===== src/rtl/buyruk_getirici.sv =====
// Instruction fetch front-end: owns the fetch PC, issues word-aligned memory
// requests (one outstanding at most), buffers the returned word and hands it
// to the instruction queue together with its PC. Redirects become a one-cycle
// jump pulse and flush whatever is still in flight.
module buyruk_getirici #(
    parameter logic [31:0] RESET_PS = 32'h0000_0000
) (
    input  logic        clk_i,
    input  logic        rst_i,
    input  logic        atlama_gecerli_i,
    input  logic [31:0] atlama_ps_i,
    input  logic        durdur_i,
    input  logic        ps_durdur_i,
    input  logic        ps_iki_artir_i,
    output logic        bellek_istek_o,
    output logic [31:0] bellek_adres_o,
    input  logic        bellek_hazir_i,
    input  logic        bellek_veri_gecerli_i,
    input  logic [31:0] bellek_veri_i,
    output logic        kuyruk_aktif_o,
    output logic        ps_atladi_o,
    output logic [31:0] ps_o,
    output logic [31:0] buyruk_o
);

    typedef enum logic [2:0] {ATLA, ISTEK, BEKLE, SUN, IPTAL} durum_t;

    durum_t      durum_r, durum_d;
    logic [31:0] adres_r;    // word address of the word being fetched/held
    logic [31:0] hedef_r;    // pending redirect target, bit 0 always clear
    logic [31:0] tampon_r;   // single-entry response buffer
    logic        bosluk_r;   // forced empty slot after a compressed-tail delivery
    logic        yanlis_r;   // next delivery starts at the upper halfword

    logic        teslim;
    logic        istek_c;
    logic [31:0] adres_c;
    logic        aktif_c;
    logic        atladi_c;
    logic [31:0] ps_c;
    logic [31:0] buyruk_c;

    // Delivery flags the upper half as consumed on its own, so the queue's
    // PC+2 strobe and the ignored target bit 0 carry no extra information.
    logic unused_ok;
    assign unused_ok = ^{atlama_ps_i[0], ps_iki_artir_i};

    // A buffered word leaves only when the backend is free, no drain slot is
    // pending and no redirect is arriving in the same cycle.
    assign teslim = (durum_r == SUN) && !durdur_i && !bosluk_r && !atlama_gecerli_i;

    // Next-state and datapath outputs; redirect outranks every other event.
    always_comb begin
        durum_d  = durum_r;
        istek_c  = 1'b0;
        adres_c  = adres_r;
        aktif_c  = 1'b0;
        atladi_c = 1'b0;
        ps_c     = '0;
        buyruk_c = '0;
        case (durum_r)
            ATLA: begin
                atladi_c = 1'b1;
                ps_c     = hedef_r;
                if (!atlama_gecerli_i) durum_d = ISTEK;
            end
            ISTEK: begin
                // The request stays up in the redirect cycle; if it gets
                // granted there, its data must still be swallowed.
                istek_c = 1'b1;
                if (bellek_hazir_i)        durum_d = atlama_gecerli_i ? IPTAL : BEKLE;
                else if (atlama_gecerli_i) durum_d = ATLA;
            end
            BEKLE: begin
                if (atlama_gecerli_i)           durum_d = bellek_veri_gecerli_i ? ATLA : IPTAL;
                else if (bellek_veri_gecerli_i) durum_d = SUN;
            end
            SUN: begin
                ps_c     = {adres_r[31:2], yanlis_r, 1'b0};
                buyruk_c = tampon_r;
                if (atlama_gecerli_i) begin
                    durum_d = ATLA;
                end else if (teslim) begin
                    // Buffer empties this cycle, so the next word is requested now.
                    aktif_c = 1'b1;
                    istek_c = 1'b1;
                    adres_c = adres_r + 32'd4;
                    durum_d = bellek_hazir_i ? BEKLE : ISTEK;
                end
            end
            IPTAL: begin
                if (bellek_veri_gecerli_i) durum_d = ATLA;
            end
            default: durum_d = ATLA;
        endcase
    end

    // State, PC, target and buffer registers.
    always_ff @(posedge clk_i or negedge rst_i) begin
        if (!rst_i) begin
            durum_r  <= ATLA;
            adres_r  <= {RESET_PS[31:2], 2'b00};
            hedef_r  <= {RESET_PS[31:1], 1'b0};
            tampon_r <= '0;
            bosluk_r <= 1'b0;
            yanlis_r <= 1'b0;
        end else begin
            durum_r  <= durum_d;
            bosluk_r <= teslim && ps_durdur_i;
            if (atlama_gecerli_i) begin
                hedef_r  <= {atlama_ps_i[31:1], 1'b0};
                tampon_r <= '0;
            end else if (durum_r == BEKLE && bellek_veri_gecerli_i) begin
                tampon_r <= bellek_veri_i;
            end
            if (durum_r == ATLA) begin
                adres_r  <= {hedef_r[31:2], 2'b00};
                yanlis_r <= hedef_r[1];
            end else if (teslim) begin
                adres_r  <= adres_r + 32'd4;
                yanlis_r <= 1'b0;
            end
        end
    end

    // Outputs read zero for as long as reset is held.
    assign bellek_istek_o = rst_i & istek_c;
    assign bellek_adres_o = rst_i ? adres_c  : '0;
    assign kuyruk_aktif_o = rst_i & aktif_c;
    assign ps_atladi_o    = rst_i & atladi_c;
    assign ps_o           = rst_i ? ps_c     : '0;
    assign buyruk_o       = rst_i ? buyruk_c : '0;

endmodule


===== config.mk =====
export PLATFORM = sky130hd
export DESIGN_NAME = buyruk_getirici
export DESIGN_NICKNAME = d
export VERILOG_FILES = /design/src/rtl/buyruk_getirici.sv
export SDC_FILE = /design/constraint.sdc
export NUM_CORES = 1
export LEC_CHECK = 0
export CORE_UTILIZATION = 50
export DETAILED_ROUTE_END_ITERATION = 16
export PLACE_DENSITY = 0.93
export SLEW_MARGIN = 20
export SYNTH_ARGS = -nofsm -noshare
export SYNTH_HDL_FRONTEND = slang
export SYNTH_SLANG_ARGS = --single-unit
export TNS_END_PERCENT = 10

===== constraint.sdc =====
create_clock -name clk_i -period 3.2 [get_ports clk_i]
set_input_delay 0.48 -clock clk_i [delete_from_list [all_inputs] [get_ports clk_i]]
set_output_delay 0.48 -clock clk_i [all_outputs]
set_load 0.01 [all_outputs]

==> results of run 1 <==
## metal layers
layer	routed length [um]	track usage, %	vias to the layer above
met4	338	10.66	0
met1	5536	34.61	2322
met3	1137	5.559	35
li1	-	-	2209
met2	7212	48.15	241
met5	0	0	-
## through the flow
step	instance area [um2]	power [mW]	hold WS, ns
4_1_cts	7121	3.425	0.1707
6_report	7142	3.421	0.1712
2_1_floorplan	5059	2.145	0.1844
3_5_place_dp	6914	2.693	0.4937
5_1_grt	7142	3.593	0.1802
3_3_place_gp	6914	2.638	0.4876
## logic make-up (layout without fill, tap and decap cells)
family                   after synthesis  count (layout)
AO/OA/AOI/OAI                        108             108
AND/OR/NAND/NOR                      241             241
other                                  1               3
buffers and inverters                 48             213
flip-flops                            98              98
multiplexers                          31              31
adder cells (fa/ha/maj)                1               1
XOR/XNOR                              25              25
## state kept, by name (all words and copies together), names as in the netlist
name and flops:
hedef_r 31, durum_r 3, adres_r 30, yanlis_r 1, bosluk_r 1, tampon_r 32
## area by class of cell
cell class | count | area share, %
Clock buffer | 11 | 1.980
Clock inverter | 5 | 0.5431
Inverter | 6 | 0.3153
Multi-Input combinational cell | 409 | 34.60
Sequential cell | 98 | 34.34
Tap cell | 133 | 2.330
Timing Repair Buffer | 191 | 25.89
## path summary, 6_finish.rpt
| check | start | end | slack, ns | cells after the start |
|---|---|---|---|---|
| hold reg to reg | yanlis_r$_DFFE_PN0P_ | yanlis_r$_DFFE_PN0P_ | 0.51 | 2 |
| hold / removal | rst_i | tampon_r[29]$_DFFE_PN0P_ | 0.17 | 2 |
| setup / recovery | durdur_i | bellek_adres_o[26] | -0.01 | 9 |
| max in group asynchronous | rst_i | hedef_r[10]$_DFFE_PN0P_ | 1.83 | 3 |
| min in group clk_i | yanlis_r$_DFFE_PN0P_ | yanlis_r$_DFFE_PN0P_ | 0.51 | 2 |
| setup reg to reg | durum_r[2]$_DFFE_PN0P_ | adres_r[30]$_DFF_PN0_ | 1.06 | 7 |
## placed cells by master, fill, tap and decap left out, types with 21 or more instances in the layout
cell type,Yosys,routed
a21oi_1,63,62
and2_1,34,34
a22o_1,31,31
dfrtp_1,98,98
nor2_1,68,67
clkdlybuf4s50_1,0,152
mux2_2,30,30
nand2_1,81,80
xnor2_1,21,21
buf_4,3,26
## what timing repair did
| action | CTS | global route |
|---|---|---|
| endpoints found under the hold margin | 0 | 0 |
| endpoints found under the setup margin | 11 | 16 |
| gates resized for setup | 12 | 12 |
| setup buffers | 0 | 0 |
| pin swaps | 1 | 1 |
## power groups by stage
| stage | logic, mW | registers (mW) | clock network, mW |
|---|---|---|---|
| after global routing | 1.15 | 1.64 | 0.803 |
| after CTS | 1.07 | 1.61 | 0.755 |
| after global placement | 1.03 | 1.61 | 0 |
| after detailed placement | 1.06 | 1.63 | 0 |
| after floorplan | 0.580 | 1.56 | 0 |
| final | 1.06 | 1.61 | 0.746 |
==> results_dict.tcl, run 1 <==
set metrics [dict create \
    status "finished with violations" \
    violations "setup timing" \
    critPathTopFamily "buffers and inverters" \
    fmax_mhz 311.4 \
    drive_gt1_share_pct 12.92 \
    vias_per_cell 5.635 \
    ir_drop_uv 267.9 \
    synth_edf_count 0 \
    area_delta_synth_final_pct 41.39 \
    antenna_left 0 \
    synth-async-reset-ratio_pct 100.0 \
    power_density_mw_per_mm2 478.9 \
    hold_viol_final 0 \
    std_cell_rows 36 \
    yosysTopAreaCellShare_pct 48.55 \
    crit_path_end_kind "primary output" \
    syn_area_mm2 0.005051 \
    wirelength_um 14220 \
    grt_max_degree 68 \
    slowest_delay_ns 0.55 \
    hold_path_class "in -> async" \
    clock_skew_ns 0.01143 \
    grt_pass1_vias 4755 \
    combPwrFrac_pct 31.1 \
    slew_violations 0 \
    clk_pin_slew_worst_paths_ns 0.09 \
    synth.area.mux_share_pct 6.886 \
    ys_ff_latch 98 \
    cts_root_buf "clkbuf_8" \
    overflow 0 \
    swShare_pct 34.06 \
    tightest_slew_ns 0.8344 \
    avgSynthCellArea_um2 9.134 \
    arrival_ns 2.73 \
    fin_ws_ns -0.01090 \
    leakage_nw 2.917 \
    ctsHoldBuffers 0 \
    clockBufferDepth 2 \
    dieWidth_um 102.5 \
    post-route-util_pct 73.07 \
    core-area_mm2 0.009774 \
    multi_input_comb_area_mm2 0.002471 \
    intPower_mw 2.256 \
    cts_made_buffers 9 \
    die_h_um 102.5 \
    ios 171 \
    yosysMostFrequentCell "dfrtp_1" \
    cap_violations 0 \
    n_fill_cell 713 \
    initial_core_util_pct 51.68 \
    yosys_warnings 0 \
    synth.distinct_cells 36 \
    drtPass1Iterations 5 \
    routedWlPerCell_um 16.68 \
    final.min_clock_period_ns 3.211 \
    synth_cells 553 \
    ys_seq_area_share_pct 48.55 \
    worstSkewPairLatency_ns 0.36 \
    htreeDepth 3 \
    setup_tns_ns -0.01090 \
    dpl.cell_count 837 \
    vias 4807 \
    synth_fa_ha_area_share_pct 0.2477 \
    crit_fanout 8 \
    synth_xor_area_share_pct 4.335 \
    p_sw_mw 1.165 \
    rsz0062_at_grt "true" \
    io_buffer_count 165 \
    critical_path.cell_chain "clkdlybuf4s50_1, nor3b_4, buf_4, nand4_1, buf_4, nor4_2, xnor2_1, nor2_1, clkdlybuf4s50_1" \
    grt_pass1_wl_um 22730 \
    synthTopCellsByCount "dfrtp_1 (98), nand2_1 (81), nor2_1 (68)" \
    critPathBufInv 4 \
    die_area_mm2 0.01051 \
    maxSlewHeadroom_pct 44.37 \
    post-route-period-util_pct 100.3 \
    antenna_found_initial 0 \
    synth_area_leader_cell "dfrtp_1" \
    dp_hpwl_um 10200 \
    synthFlopType "dfrtp_1" \
    startpoint_type "input port" \
    cts_tree "done" \
    synth_area_leaders "dfrtp_1 (49%), mux2_2 (6.7%), a21oi_1 (6.2%), nand2_1 (6.0%), a22o_1 (5.4%)" \
    setup_viol 1 \
    synth_compound_area_share_pct 13.30 \
    drc 0 \
    cts.sinks 98 \
    synth-simple-area-share_pct 22.81 \
    ff_latch_area_mm2 0.002452 \
    grt_usage_pct 27.92 \
    synth_top_family_by_area "simple AND/OR/NAND/NOR gates" \
    sequentialPowerShare_pct 47.1 \
    p_clk_share_pct 21.8 \
    num_antenna_cells 0 \
    critPathKind "in -> out" \
    crit_required_ns 2.72 \
    slowest_stage "clkdlybuf4s50_1" \
    fin_cells 853 \
    drtIter0Drc 190 \
    routabilityCongestion 0.8248 \
    pre_cts_slack_ns -0.3104 \
    fin_nets 788 \
]
Note: power is estimated with default switching activity, not from simulation.
==> run 2: changes to the inputs <==
--- a/config.mk
+++ b/config.mk
@@ -8,6 +8,7 @@
 export CORE_UTILIZATION = 50
 export DETAILED_ROUTE_END_ITERATION = 16
 export PLACE_DENSITY = 0.93
+export SETUP_SLACK_MARGIN = 0.15
 export SLEW_MARGIN = 20
 export SYNTH_ARGS = -nofsm -noshare
 export SYNTH_HDL_FRONTEND = slang
==> constraint.sdc (replaced) <==
create_clock -name clk_i -period 3.9 [get_ports clk_i]
set_input_delay 0.585 -clock clk_i [delete_from_list [all_inputs] [get_ports clk_i]]
set_output_delay 0.585 -clock clk_i [all_outputs]
set_load 0.01 [all_outputs]
==> results_dict.tcl, run 2 (synthesis gave the netlist of run 1 again) <==
set metrics [dict create \
    largest_register_ffs 32 \
    p_clk_share_pct 25.1 \
    cts.sinks 98 \
    cts_root_buf "clkbuf_8" \
    grt_usage_pct 27.56 \
    reg_top3 "tampon_r (32), hedef_r (31), adres_r (30)" \
    dpl_cell_area_mm2 0.006822 \
    vias_per_cell 5.510 \
    crit_start "durdur_i" \
    crit_path_end_kind "primary output" \
    routedWlPerCell_um 16.50 \
    std_cell_rows 36 \
    combPwrFrac_pct 29.3 \
    overflow 0 \
    crit_fanout 7 \
    clock_skew_ns 0.01301 \
    cap_violations 0 \
    power_density_mw_per_mm2 411.3 \
    ir_drop_uv 253.2 \
    crit_cells 8 \
    fin_nets 775 \
    p_sw_uw 933.3 \
    critPathBufInv 3 \
    hold_viol_final 0 \
    setup_viol 0 \
    wirelength_um 13860 \
    status "finished, final reports clean" \
    final.min_clock_period_ns 3.707 \
    slew_violations 0 \
    ios 171 \
    clockBufferDepth 2 \
    crit_required_ns 3.31 \
    drtPass1Iterations 5 \
    top_register "tampon_r" \
    routabilityCongestion 0.8303 \
    htreeDepth 3 \
    cts-resized-gates 0 \
    critical_path.cell_chain "clkdlybuf4s50_1, nor3b_4, buf_4, nand3_1, or3_1, or3_1, a21oi_1, clkdlybuf4s50_1" \
    grt_pass1_vias 4582 \
    core-area_mm2 0.009774 \
    critPathTopFamily "buffers and inverters" \
    grt_pass1_wl_um 22220 \
    arrival_ns 3.12 \
    critPathKind "in -> out" \
    cts_made_buffers 9 \
    slowest_stage "clkdlybuf4s50_1" \
    sequentialPowerShare_pct 45.6 \
    slowest_delay_ns 0.59 \
    intPower_mw 1.964 \
    fmax_mhz 269.7 \
    dieWidth_um 102.5 \
    dpl.cell_count 824 \
    ctsHoldBuffers 0 \
    design_area_mm2 0.007046 \
    maxSlewHeadroom_pct 47.89 \
    leakage_nw 2.795 \
    area_delta_synth_final_pct 39.48 \
    die_h_um 102.5 \
    startpoint_type "input port" \
    swShare_pct 32.21 \
    worstSkewPairLatency_ns 0.37 \
    n_fill_cell 737 \
    drc 0 \
    reg2reg_depth 5 \
    antenna_found_initial 0 \
    rsz0062_at_grt "true" \
    layout_commonest_cell "clkdlybuf4s50_1" \
    vias 4628 \
    hold_path_class "in -> async" \
    drtIter0Drc 244 \
    setup_tns_ns 0 \
    worst_hold_slack_ns 0.3072 \
    tightest_slew_ns 0.7817 \
    fin_cells 840 \
    rrSetupSlack_ns 1.79 \
    regToRegEndpoint "adres_r[30]$_DFF_PN0_" \
    num_antenna_cells 0 \
    pre_cts_slack_ns 0.1902 \
    cts_tree "done" \
    grt_max_degree 68 \
    clk_pin_slew_worst_paths_ns 0.09 \
    final_cell_mix "clkdlybuf4s50_1 (163), dfrtp_1 (98), nand2_1 (80)" \
    dp_hpwl_um 9830 \
    die_area_mm2 0.01051 \
    fin_ws_ns 0.1928 \
    drive_gt1_share_pct 10.18 \
    initial_core_util_pct 51.68 \
    antenna_left 0 \
    rr_startpoint "adres_r[2]$_DFF_PN0_" \
    post-route-period-util_pct 95.06 \
    io_buffer_count 165 \
    endpoint "bellek_adres_o[31]" \
    post_cts_buffers 0 \
]
==> run 2: area by class of cell <==
| class | instances | area [um2] | share of cell area, % |
|---|---|---|---|
| flip-flops and latches | 98 | 2452 | 34.81 |
| multi-input cells | 409 | 2431 | 34.51 |
| repair buffers | 178 | 1754 | 24.90 |
| well taps | 133 | 166.4 | 2.362 |
| clock buffers | 11 | 141.4 | 2.007 |
| clock inverters | 5 | 77.57 | 1.101 |
| inverters | 6 | 22.52 | 0.3197 |
==> run 2: power groups by stage <==
stage / registers, mW / clock network [mW] / logic (mW)
final: 1.32 / 0.728 / 0.849
after global routing: 1.34 / 0.781 / 0.928
after CTS: 1.32 / 0.737 / 0.851
after detailed placement: 1.34 / 0 / 0.845
after global placement: 1.32 / 0 / 0.814
after floorplan: 1.28 / 0 / 0.476
==> run 2: metal layers <==
layer  track usage, %  share of wire, %  vias up  wire length, um
li1                 -                 -     2186                -
met4            10.99               1.5        0              202
met3            7.254               8.1       21             1129
met1            34.52                41     2232             5612
met5                0                 0        -                0
met2            45.59                50      189             6911
==> run 2: per-stage QoR <==
stage	util (%)	total power, mW
final	72.08	2.898
after global routing	72.08	3.053
after CTS	72.03	2.905
after detailed placement	69.79	2.181
after global placement	69.74	2.136
after floorplan	-	1.760
==> run 2: worst min-delay path by stage <==
stage                         startpoint                endpoint  depth (start not counted)
CTS                                rst_i    yanlis_r$_DFFE_PN0P_                          2
floorplan                          rst_i   adres_r[10]$_DFF_PN0_                          0
global placement    yanlis_r$_DFFE_PN0P_    yanlis_r$_DFFE_PN0P_                          2
detailed placement  yanlis_r$_DFFE_PN0P_    yanlis_r$_DFFE_PN0P_                          2
global route                       rst_i  hedef_r[3]$_DFFE_PN0P_                          2
finish                             rst_i  hedef_r[3]$_DFFE_PN0P_                          2
